===== config.mk =====
export PLATFORM = sky130hd
export DESIGN_NAME = rx_correlation_unit_mc_flat
export DESIGN_NICKNAME = d
export VERILOG_FILES = /design/src/rtl/rx_correlation_unit_mc_pkg.sv /design/src/rtl/rx_correlation_unit_mc_if.sv /design/src/rtl/rx_corr_lane.sv /design/src/rtl/rx_correlation_unit_mc.sv /design/src/flat_wrapper.sv
export SDC_FILE = /design/constraint.sdc
export NUM_CORES = 1
export LEC_CHECK = 0
export ABC_AREA = 1
export ABC_CLOCK_PERIOD_IN_PS = 5500
export CAP_MARGIN = 20
export CORE_MARGIN = 2
export CORE_UTILIZATION = 45
export CTS_CLUSTER_SIZE = 28
export DETAILED_ROUTE_END_ITERATION = 10
export PLACE_DENSITY_LB_ADDON = 0.15
export SETUP_SLACK_MARGIN = 0.05
export SYNTH_ARGS = -nofsm -noshare
export SYNTH_HDL_FRONTEND = slang
export SYNTH_SLANG_ARGS = --single-unit

===== constraint.sdc =====
create_clock -name crx_clk -period 5.5 [get_ports crx_clk]
set_input_delay 1.1 -clock crx_clk [delete_from_list [all_inputs] [get_ports crx_clk]]
set_output_delay 1.1 -clock crx_clk [all_outputs]
set_load 0.03 [all_outputs]

===== src/rtl/rx_correlation_unit_mc_pkg.sv =====
// Shared types and helpers for the multi-lag rx chip correlator.
// Weight encoding, default chip windows and a saturating adder.
package rx_corr_pkg;

    typedef enum logic [1:0] {
        W_ZERO = 2'b00,
        W_POS  = 2'b01,
        W_NEG  = 2'b10
    } weight_e;

    localparam int DEF_NEG_LO = 2;
    localparam int DEF_NEG_HI = 4;
    localparam int DEF_POS_LO = 7;
    localparam int DEF_POS_HI = 9;

    localparam int WIDE_W = 64;
    typedef logic signed [WIDE_W-1:0] wide_t;

    // Operands are sign-extended by the caller; the sum is clamped to a w-bit signed range.
    function automatic wide_t sat_add(input wide_t a, input wide_t b,
                                      input int unsigned w, output logic sat);
        wide_t sum;
        wide_t hi;
        wide_t lo;
        sum = a + b;
        hi  = (wide_t'(1) <<< (w - 1)) - wide_t'(1);
        lo  = -hi - wide_t'(1);
        sat = 1'b0;
        if (sum > hi) begin
            sum = hi;
            sat = 1'b1;
        end else if (sum < lo) begin
            sum = lo;
            sat = 1'b1;
        end
        return sum;
    endfunction

endpackage


===== src/rtl/rx_correlation_unit_mc_if.sv =====
// Sample/result bus of the multi-lag correlator.
// master = sample source and result consumer, slave = correlator.
interface rx_correlation_unit_mc_if #(
    parameter int N_LAGS   = 2,
    parameter int SAMPLE_W = 16,
    parameter int ACC_W    = 20,
    parameter int PH_W     = 4
);
    logic                       erx_en;
    logic                       inew_sample_trig;
    logic [N_LAGS*SAMPLE_W-1:0] isamples;
    logic                       ipolarity;
    logic                       iready;
    logic                       ovalid;
    logic [N_LAGS*ACC_W-1:0]    oresults;
    logic [N_LAGS-1:0]          osat;
    logic [N_LAGS-1:0]          osign;
    logic                       ooverrun;
    logic [PH_W-1:0]            ophase;

    modport master (
        output erx_en, inew_sample_trig, isamples, ipolarity, iready,
        input  ovalid, oresults, osat, osign, ooverrun, ophase
    );

    modport slave (
        input  erx_en, inew_sample_trig, isamples, ipolarity, iready,
        output ovalid, oresults, osat, osign, ooverrun, ophase
    );
endinterface


===== src/rtl/rx_corr_lane.sv =====
// One correlator lane: weighted saturating accumulator over a chip
// plus the result register loaded at the chip boundary.
module rx_corr_lane
    import rx_corr_pkg::*;
#(
    parameter int SAMPLE_W = 16,
    parameter int ACC_W    = 20
) (
    input  logic                       clk,
    input  logic                       rst,
    input  logic                       clr,
    input  logic                       acc_en,
    input  logic                       last,
    input  weight_e                    weight,
    input  logic signed [SAMPLE_W-1:0] sample,
    output logic signed [ACC_W-1:0]    result,
    output logic                       sat
);
    logic signed [ACC_W-1:0] acc;
    logic signed [ACC_W-1:0] acc_next;
    logic                    sat_flag;
    logic                    hit;
    wide_t                   acc_w;
    wide_t                   add_w;

    always_comb begin
        acc_w = wide_t'(acc);
        case (weight)
            W_POS:   add_w = wide_t'(sample);
            W_NEG:   add_w = -wide_t'(sample);
            default: add_w = '0;
        endcase
        hit      = 1'b0;
        acc_next = ACC_W'(sat_add(acc_w, add_w, ACC_W, hit));
    end

    // The final sample of a chip goes straight into the result register, bypassing acc.
    always_ff @(posedge clk or posedge rst) begin
        if (rst) begin
            acc      <= '0;
            sat_flag <= 1'b0;
            result   <= '0;
            sat      <= 1'b0;
        end else if (clr) begin
            acc      <= '0;
            sat_flag <= 1'b0;
        end else if (acc_en) begin
            if (last) begin
                result   <= acc_next;
                sat      <= sat_flag | hit;
                acc      <= '0;
                sat_flag <= 1'b0;
            end else begin
                acc      <= acc_next;
                sat_flag <= sat_flag | hit;
            end
        end
    end

endmodule


===== src/rtl/rx_correlation_unit_mc.sv =====
// Multi-lag PRBS chip correlator: phase counter, weight decode,
// per-lane accumulators and a valid/ready result register with overrun flag.
module rx_correlation_unit_mc
    import rx_corr_pkg::*;
#(
    parameter int SAMPLE_W         = 16,
    parameter int ACC_W            = 20,
    parameter int N_LAGS           = 2,
    parameter int SAMPLES_PER_CHIP = 10,
    parameter int SAMPLE_POSITION  = 0,
    parameter int NEG_LO           = DEF_NEG_LO,
    parameter int NEG_HI           = DEF_NEG_HI,
    parameter int POS_LO           = DEF_POS_LO,
    parameter int POS_HI           = DEF_POS_HI
) (
    input  logic                     crx_clk,
    input  logic                     rrx_rst,
    rx_correlation_unit_mc_if.slave  bus
);
    localparam int              PH_W    = $clog2(SAMPLES_PER_CHIP);
    localparam logic [PH_W-1:0] PH_LAST = PH_W'(SAMPLES_PER_CHIP - 1);
    localparam logic [PH_W-1:0] PH_INIT = PH_W'(SAMPLE_POSITION);

    logic [PH_W-1:0]         phase;
    weight_e                 weight;
    logic                    in_neg;
    logic                    in_pos;
    logic                    acc_trig;
    logic                    final_trig;
    logic signed [ACC_W-1:0] lane_res [N_LAGS];
    logic                    lane_sat [N_LAGS];

    // Phase keeps running while disabled so chip alignment survives erx_en toggles.
    always_ff @(posedge crx_clk or posedge rrx_rst) begin
        if (rrx_rst) begin
            phase <= PH_INIT;
        end else if (bus.inew_sample_trig) begin
            phase <= (phase == PH_LAST) ? '0 : phase + PH_W'(1);
        end
    end

    always_comb begin
        in_neg = (int'(phase) >= NEG_LO) && (int'(phase) <= NEG_HI);
        in_pos = (int'(phase) >= POS_LO) && (int'(phase) <= POS_HI);
        weight = W_ZERO;
        if (in_pos) begin
            weight = bus.ipolarity ? W_NEG : W_POS;
        end else if (in_neg) begin
            weight = bus.ipolarity ? W_POS : W_NEG;
        end
        acc_trig   = bus.erx_en && bus.inew_sample_trig;
        final_trig = acc_trig && (phase == PH_LAST);
    end

    for (genvar k = 0; k < N_LAGS; k++) begin : g_lane
        rx_corr_lane #(
            .SAMPLE_W (SAMPLE_W),
            .ACC_W    (ACC_W)
        ) u_lane (
            .clk    (crx_clk),
            .rst    (rrx_rst),
            .clr    (~bus.erx_en),
            .acc_en (acc_trig),
            .last   (final_trig),
            .weight (weight),
            .sample (bus.isamples[k*SAMPLE_W +: SAMPLE_W]),
            .result (lane_res[k]),
            .sat    (lane_sat[k])
        );
    end

    always_comb begin
        bus.oresults = '0;
        bus.osat     = '0;
        bus.osign    = '0;
        for (int unsigned k = 0; k < N_LAGS; k++) begin
            bus.oresults[k*ACC_W +: ACC_W] = lane_res[k];
            bus.osat[k]                    = lane_sat[k];
            bus.osign[k]                   = lane_res[k][ACC_W-1];
        end
        bus.ophase = phase;
    end

    // A new chip result wins over acceptance; overrun only when the old one was never read.
    always_ff @(posedge crx_clk or posedge rrx_rst) begin
        if (rrx_rst) begin
            bus.ovalid   <= 1'b0;
            bus.ooverrun <= 1'b0;
        end else if (!bus.erx_en) begin
            bus.ovalid   <= 1'b0;
            bus.ooverrun <= 1'b0;
        end else if (final_trig) begin
            bus.ovalid <= 1'b1;
            if (bus.ovalid && !bus.iready) begin
                bus.ooverrun <= 1'b1;
            end
        end else if (bus.ovalid && bus.iready) begin
            bus.ovalid <= 1'b0;
        end
    end

endmodule


===== src/flat_wrapper.sv =====
// flat-port wrapper written by rule: the top's interface ports become plain ports
module rx_correlation_unit_mc_flat import rx_corr_pkg::*;
#(
    parameter int SAMPLE_W         = 16,
    parameter int ACC_W            = 20,
    parameter int N_LAGS           = 2,
    parameter int SAMPLES_PER_CHIP = 10,
    parameter int SAMPLE_POSITION  = 0,
    parameter int NEG_LO           = DEF_NEG_LO,
    parameter int NEG_HI           = DEF_NEG_HI,
    parameter int POS_LO           = DEF_POS_LO,
    parameter int POS_HI           = DEF_POS_HI
)
  (crx_clk, rrx_rst, bus_erx_en, bus_inew_sample_trig, bus_isamples, bus_ipolarity, bus_iready, bus_ovalid, bus_oresults, bus_osat, bus_osign, bus_ooverrun, bus_ophase);
  rx_correlation_unit_mc_if #(.N_LAGS(N_LAGS), .SAMPLE_W(SAMPLE_W), .ACC_W(ACC_W), .PH_W(4)) bus_i ();
  input  logic crx_clk;
  input  logic rrx_rst;
  input wire logic [$bits(bus_i.erx_en)-1:0] bus_erx_en;
  input wire logic [$bits(bus_i.inew_sample_trig)-1:0] bus_inew_sample_trig;
  input wire logic [$bits(bus_i.isamples)-1:0] bus_isamples;
  input wire logic [$bits(bus_i.ipolarity)-1:0] bus_ipolarity;
  input wire logic [$bits(bus_i.iready)-1:0] bus_iready;
  output wire logic [$bits(bus_i.ovalid)-1:0] bus_ovalid;
  output wire logic [$bits(bus_i.oresults)-1:0] bus_oresults;
  output wire logic [$bits(bus_i.osat)-1:0] bus_osat;
  output wire logic [$bits(bus_i.osign)-1:0] bus_osign;
  output wire logic [$bits(bus_i.ooverrun)-1:0] bus_ooverrun;
  output wire logic [$bits(bus_i.ophase)-1:0] bus_ophase;
  assign bus_i.erx_en = bus_erx_en;
  assign bus_i.inew_sample_trig = bus_inew_sample_trig;
  assign bus_i.isamples = bus_isamples;
  assign bus_i.ipolarity = bus_ipolarity;
  assign bus_i.iready = bus_iready;
  assign bus_ovalid = bus_i.ovalid;
  assign bus_oresults = bus_i.oresults;
  assign bus_osat = bus_i.osat;
  assign bus_osign = bus_i.osign;
  assign bus_ooverrun = bus_i.ooverrun;
  assign bus_ophase = bus_i.ophase;
  rx_correlation_unit_mc #(.SAMPLE_W(SAMPLE_W), .ACC_W(ACC_W), .N_LAGS(N_LAGS), .SAMPLES_PER_CHIP(SAMPLES_PER_CHIP), .SAMPLE_POSITION(SAMPLE_POSITION), .NEG_LO(NEG_LO), .NEG_HI(NEG_HI), .POS_LO(POS_LO), .POS_HI(POS_HI)) u_core (.crx_clk(crx_clk), .rrx_rst(rrx_rst), .bus(bus_i));
endmodule

## After elaboration in Yosys (flattened, before gate mapping)

Index checks and enable logic that the tools add are counted.

- Eq/ne operators: 7
- Order comparisons: 8
- Reduce and logical (&&, ||, !) cells: 9
- Mux-type cells: 33
- $add $sub $neg: 5
- Bitwise logic cells: 2

Operator list:

| cell | number |
|---|---|
| $pmux 64 s2 | 2 |
| $mux 20 | 10 |
| $add 20x64->64 | 2 |
| $gt 64x20->1 const B | 2 |
| $lt 64x20->1 const B | 2 |
| $neg 16->64 | 2 |
| $mux 1 | 16 |
| $mux 2 | 4 |
| $logic_and 1x1->1 | 6 |
| $ne 2x1->1 const B | 3 |
| $add 4x1->4 const B | 1 |
| $eq 4x4->1 const B | 1 |
| $ge 4x2->1 const B | 1 |
| $ge 4x3->1 const B | 1 |
| $le 4x3->1 const B | 1 |
| $le 4x4->1 const B | 1 |
| $mux 4 | 1 |
| $ne 3x1->1 const B | 1 |
| $reduce_and 3->1 | 1 |
| $eq 2x1->1 const B | 1 |
| $eq 2x2->1 const B | 1 |
| $or 1x1->1 | 2 |
| $reduce_and 2->1 | 1 |
| $logic_not 1->1 | 1 |

- Bits of input ports: 38
- Output and inout port bits: 50
- Register bits: 90
- Logic and storage cells: 75

## Longest topological paths before layout

- Depth in word-level cells: 14
- Depth in mapped cells: 48

## Modules after synthesis

Synthesis repeated with hierarchy kept, for this count alone.

- Cells, all modules: 3661
- Area total of the unflattened synthesis: 18325.1 um^2

By module, submodules not included:

| module | times used | area each (um^2) | cells each | sequential area each (um^2) |
|---|---|---|---|---|
| rx_corr_lane (u_core.g_lane[1].u_lane) | 1 | 8992.4 | 1808 | 1051.0 |
| rx_corr_lane (u_core.g_lane[0].u_lane) | 1 | 8957.3 | 1804 | 1051.0 |
| rx_correlation_unit_mc | 1 | 375.4 | 49 | 150.1 |

## Worst setup path after synthesis

Ideal clock, no wire load.

- Path type: input -> register
- Start point: in bus_isamples[0]
- End point: reg u_core.g_lane[0].u_lane.sat_flag
- Setup slack: 0.011 ns
- Setup time: 0.117 ns
- Required time: 5.383 ns
- Buffers on the path: 3
- Data arrival time: 5.372 ns
- Stages on the path: 43
- Cell sequence: inv_1 -> ha_1 -> nand2_1 -> nor2_1 -> inv_1 -> nor2_1 -> inv_1 -> nor2_1 -> inv_1 -> nor2_1 -> inv_1 -> or3_1 -> nor2_1 -> inv_1 -> nor3_1 -> buf_2 -> nand4_1 -> ha_1 -> [7 not listed] -> inv_1 -> nor2_2 -> nand2_1 -> nor3_2 -> nand2_1 -> nand2_1 -> nand2_1 -> nand2_1 -> nand2_1 -> nor2_1 -> nand2_1 -> nor2_1 -> nand3_1 -> nand2_2 -> buf_6 -> nand3_2 -> nand2_1 -> nand2_1

- Word-level cells in the longest chain between the ends: 10
- Elaborated cells on any way between the ends: 11
- Those cells by class: 2 x add/sub; 2 x order compare; 6 x mux; 1 x bitwise

Ends and longest elaborated chain:

| what | RTL line | text |
|---|---|---|
| start, declared | flat_wrapper.sv:20 | `input wire logic [$bits(bus_i.isamples)-1:0] bus_isamples;` |
| $neg 16->64 | rx_corr_lane.sv:30 | `W_NEG: add_w = -wide_t'(sample);` |
| $pmux 64 s2 (*) | rx_corr_lane.sv:28 | `case (weight)` |
| $add 20x64->64 (*) | rx_correlation_unit_mc_pkg.sv:25 | `sum = a + b;` |
| $lt 64x20->1 | rx_correlation_unit_mc_pkg.sv:32 | `end else if (sum < lo) begin` |
| $mux 1 | rx_correlation_unit_mc_pkg.sv:32 |  |
| $mux 1 (*) | rx_correlation_unit_mc_pkg.sv:29 | `if (sum > hi) begin` |
| $or 1x1->1 (*) | rx_corr_lane.sv:55 | `sat_flag <= sat_flag \| hit;` |
| $mux 1 (*) | rx_corr_lane.sv:48 | `if (last) begin` |
| $mux 1 (*) | rx_corr_lane.sv:47 | `end else if (acc_en) begin` |
| $mux 1 (*) | rx_corr_lane.sv:44 | `end else if (clr) begin` |
| end signal, assigned | rx_corr_lane.sv:55 |  |
| end, declared | rx_corr_lane.sv:21 | `logic sat_flag;` |

Mark *: on every way between the ends. The rest lies on a longest branch, timed or not. The select of a mux whose other input is x is not followed.
A chain may end at the register's enable or synchronous reset.

## Worst setup path after layout

- Start point: in bus_isamples[20]
- End point: reg u_core.g_lane[1].u_lane.sat_flag

- Word-level cells in the longest chain between the ends: 10
- Elaborated cells on any way between the ends: 11
- Those cells by class: 2 x add/sub; 2 x order compare; 6 x mux; 1 x bitwise

Ends and longest elaborated chain:

| what | RTL line |
|---|---|
| $neg 16->64 | rx_corr_lane.sv:30 |
| $pmux 64 s2 (*) | rx_corr_lane.sv:28 |
| $add 20x64->64 (*) | rx_correlation_unit_mc_pkg.sv:25 |
| $lt 64x20->1 | rx_correlation_unit_mc_pkg.sv:32 |
| $mux 1 | rx_correlation_unit_mc_pkg.sv:32 |
| $mux 1 (*) | rx_correlation_unit_mc_pkg.sv:29 |
| $or 1x1->1 (*) | rx_corr_lane.sv:55 |
| $mux 1 (*) | rx_corr_lane.sv:48 |
| $mux 1 (*) | rx_corr_lane.sv:47 |
| $mux 1 (*) | rx_corr_lane.sv:44 |
| end signal, assigned | rx_corr_lane.sv:55 |
| end, declared | rx_corr_lane.sv:21 |

Marked as above.

==> results by stage <==
Run status:
- The run finished, with violations left.
- The checks that failed: negative setup slack.

CTS:
- The number of sinks driven by the clock tree is 90.
- The clock slew seen by the registers of the worst setup and hold paths is 0.07 ns.
- The cell sitting at the root of the clock tree is a clkbuf_16.
- The depth of the CTS H-tree is 3.
- The number of buffers inserted during clock tree synthesis is 9.
- The clock passes through at most 2 buffers.
- The clock tree from TritonCTS is done.
- The count of hold buffers inserted by post-cts repair is 0.
- The latest clock arrival within the worst-skew pair is 0.37 ns.

Timing:
- The clock period minus worst slack is 6.21 ns.
- Of the available clock period, the critical path in the final layout requires 1.13.
- The worst hold margin is 0.472 ns.
- For the pin with the worst max-slew slack, the measured transition is between 1 and 1.5 ns.
- The setup skew after layout is roughly 0.015 ns.
- Setup repair after global routing could not meet its margin everywhere.
- The final count of pins violating max slew is 0.
- In the post-route analysis, the smallest setup slack over all paths is -0.711 ns.
- The count of final hold-check violations is 0.
- The headroom to the max-slew limit is 0.0201.
- Setup violations remaining at the end of the flow were counted as 80.
- The maximum clock frequency is 161 MHz.

Critical path:
- The critical path is of the in -> reg type.
- In this run the worst path has a maximum fanout of 6.
- For the worst setup path, the data required time is 5.76 ns.
- For the worst setup path, the data arrival time is 6.47 ns.
- The most prevalent standard cell on the critical path is nand2_1.
- The kind of capture point of the worst setup path is a flip-flop.
- Counting cells, the worst reg-to-reg path comes to 31.
- The critical path launch point type is an input port.
- For this design, the slowest cell found on the critical path is clkdlybuf4s50_1.
- The delay contributed by the slowest stage of the critical path is 0.43 ns.
- In this run the critical register-to-register path is captured at u_core.g_lane[1].u_lane.sat_flag.
- The start of the worst register-to-register path is u_core.bus.ophase[1].
- Setup slack on the worst reg-to-reg path comes out at 0.31 ns.

Synthesis:
- The count of flip-flops with a built-in enable after synthesis is 0.
- The arithmetic-cell share of the synthesized area counting full adders, half adders and majority gates is 0.102.
- Of the total synthesized cell area, the portion taken by AND, OR, NAND and NOR gates is 0.524.
- The synthesized netlist occupies a cell area of 17900 um2.
- The compound-gate portion of the synthesized area was 0.0703.
- The synthesized flop and latch total is 90.
- Of the post-synthesis cell area, the dominant cell type holds 0.337.
- The average footprint of a synthesized cell is 5.07 um2.
- In the synthesized netlist the dominant register cell turns out to be dfrtp_1.
- The warning count from the yosys run is 0.
- The synthesized netlist net count is 3706.
- The biggest area consumer among synthesized cells is nand2_1.
- The parity-gate share of the synthesized area counting xor and xnor cells is 0.0284.
- Yosys mapped the design onto 42 distinct sky130hd cell types.
- The sequential area share after synthesis is 0.126.
- The most common cell in the synthesized netlist is nand2_1.
- Of all flip-flops after synthesis, the portion carrying an async set or reset was 1.00.
- By count the netlist is led by 1606 x nand2_1, 608 x inv_1, 352 x nor2_1, 174 x nand3_1, 165 x a21oi_1.
- The dominant combinational cell family by area after synthesis is simple AND/OR/NAND/NOR gates.
- Yosys attributes the largest share of cell area to nand2_1 34%, inv_1 13%, dfrtp_1 13%.
- The instance count of the mapped netlist is 3524.
- The mux cell area share after synthesis is 0.

Pwr:
- The combinational fraction of design power is 0.838.
- The largest vdd supply drop is roughly 0.35 mV.
- The power density over the cells is 427 nW/um2.
- The clock network fraction of design power is 0.060.
- Of the total power, the share spent switching nets is 0.527.
- The register share of total power is 0.102.
- Cell internal power was estimated by the tool at 5.46 mW.
- The analysis attributes to net switching a power of 6.08 mW.
- In this run the static leakage power is between 15 and 20 nW.

Global routing:
- The global router's overall resource usage is 0.342.
- The met1 usage is 0.406.
- The largest net degree at the start of global routing is 59.
- The met2 track demand over resource is 0.606.
- The number of antenna violations at the first check in global routing is 4.
- The met3 routing resource usage after global routing is 0.0369.
- The first global-routing pass estimated 112000 um of wire.
- The total overflow reported by the global router is 0.
- The global routing stage identified its most utilized layer as met2.
- The number of global-route vias before repair came to 22600.

Die:
- The initial core utilization is 0.453.
- The placeable core region is 39500 um2.
- The floorplan die area is 41300 um2.
- The die is roughly 200 um tall.
- The die boundary width is slightly above 200 um.
- In this run the core area contains 73 standard-cell rows.
- The number of placed I/O pins is 88.

Drt:
- For this block, the routed nets add up to approximately 74000 um of wire.
- The first detailed-routing pass ran for 6 iterations.
- The violation count after the first detailed-route iteration is 1695.
- The DRC violation count after routing is 0.
- Dividing the detail-routed via count by the number of cells gives 5.11.
- The detail route stage leaves a number of antenna-violating nets equal to 0.
- The final routed wire length divided by cell count is roughly 16 um.
- The routed layout has ~24000 vias.

Cells and area:
- The post-layout utilization of the core is 0.686.
- The ratio of cells with drive above 1 in the final layout is 0.303.
- From synthesis to final layout, the design area changed by 51.3%.
- For this run, the post-layout net count is 4361.

Hold path:
- The depth of the worst hold-timing path is 2.
- The end of the worst hold path is u_core.g_lane[1].u_lane.result[7].
- In this run the worst hold path is classified as reg -> reg.
- The startpoint identified for the worst hold timing path is u_core.g_lane[1].u_lane.result[7].

Placement:
- Input and output buffers added on the ports amount to 87.
- The half-perimeter wire length of the detailed placement result is 55300 um.
- The placer congestion estimate is 1.01.

Flow run:
- The total of max-cap violations is 0.
[per-layer routing]
metal,vias to the layer above,wire [um]
met5,-,0
met4,0,4730
met3,285,4010
met2,895,35800
met1,10900,29900
li1,12000,-
[placed cells by master, fill, tap and decap left out, types with 15 or more instances in the layout]
cell type,instances
nand3_2,30
nor2_4,47
a21oi_1,127
buf_4,570
o21a_1,18
nand3b_1,21
nor3_1,19
buf_6,29
xor2_1,45
inv_1,560
nand2_4,78
nand3_1,145
o21ai_0,34
nand2_1,1368
clkdlybuf4s50_1,78
nand4_1,36
ha_4,33
nand2_2,202
buf_12,15
a21oi_2,33
nor2_2,96
ha_1,104
nor2_1,226
dfrtp_1,90
inv_2,45
[per-stage QoR]
stage / setup TNS (ns) / std cells / area [um2] / power, mW / setup slack [ns]
after floorplan: 0 / 3524 / 17900 / 5.51 / 0.0587
after CTS: -34.33 / 4675 / 25100 / 10.4 / -0.486
after detailed placement: -102.81 / 4552 / 22900 / 8.53 / -1.30
after global placement: -101.62 / 4552 / 22900 / 8.50 / -1.29
after global routing: -65.51 / 4712 / 27100 / 12.3 / -0.943
final: -40.65 / 4712 / 27100 / 11.5 / -0.711
[power by group through the flow]
| stage | Combinational, mW | Sequential, mW | Clock [mW] |
|---|---|---|---|
| 2_1_floorplan | 4.08 | 1.43 | 0 |
| 3_5_place_dp | 7.37 | 1.16 | 0 |
| 6_report | 9.67 | 1.17 | 0.698 |
| 3_3_place_gp | 7.34 | 1.16 | 0 |
| 5_1_grt | 10.3 | 1.20 | 0.726 |
| 4_1_cts | 8.51 | 1.16 | 0.690 |
[worst max-delay path: cells and delay by family]
kind | cells | cell delay, ns
and+or+nand+nor | 28 | 3.30
AOI/OAI and AO/OA | 1 | 0.17
buffers and inverters | 9 | 1.22
adders and majority gates | 2 | 0.64
[state kept, by name, indices dropped and copies added, names as in the netlist]
register and count:
u_core.bus.ooverrun 1, u_core.g_lane.u_lane.result 40, u_core.bus.ophase 4, u_core.g_lane.u_lane.sat_flag 2, u_core.g_lane.u_lane.sat 2, u_core.g_lane.u_lane.acc 40
u_core.bus.ovalid 1
[cell type report]
cell class                      count  area [um2]
Multi-Input combinational cell   2748       15400
Fill cell                        3479       12400
Timing Repair Buffer              709        6010
Inverter                          621        2360
Sequential cell                    90        2250
Tap cell                          525         657
Clock buffer                        9         225
Clock inverter                      6        90.1
Antenna cell                        4        10.0
[kinds of logic after synthesis]
family | Yosys count
simple gates | 2309
buf+inv | 687
compound gates | 236
fa+ha+maj | 144
flops | 90
xor+xnor | 58
[worst max-delay path by stage]
stage	from	to	slack, ns
2_1_floorplan	bus_isamples[0]	u_core.g_lane[0].u_lane.sat_flag	0.06
3_3_place_gp	bus_isamples[2]	u_core.g_lane[0].u_lane.acc[16]	-1.29
3_5_place_dp	bus_isamples[16]	u_core.g_lane[1].u_lane.acc[6]	-1.30
4_1_cts	bus_isamples[1]	u_core.g_lane[0].u_lane.acc[0]	-0.49
5_1_grt	bus_isamples[17]	u_core.g_lane[1].u_lane.sat_flag	-0.94
6_report	bus_isamples[20]	u_core.g_lane[1].u_lane.sat_flag	-0.71
[what timing repair did]
action / in CTS / in global routing
buffers inserted: 99 / 33
resized for setup: 313 / 466
endpoints found under the hold margin: 0 / 0
endpoints found under the setup margin: 83 / 84
cloned: 10 / 2
pin swaps: 98 / 219
(Power assumes the default switching activity.)
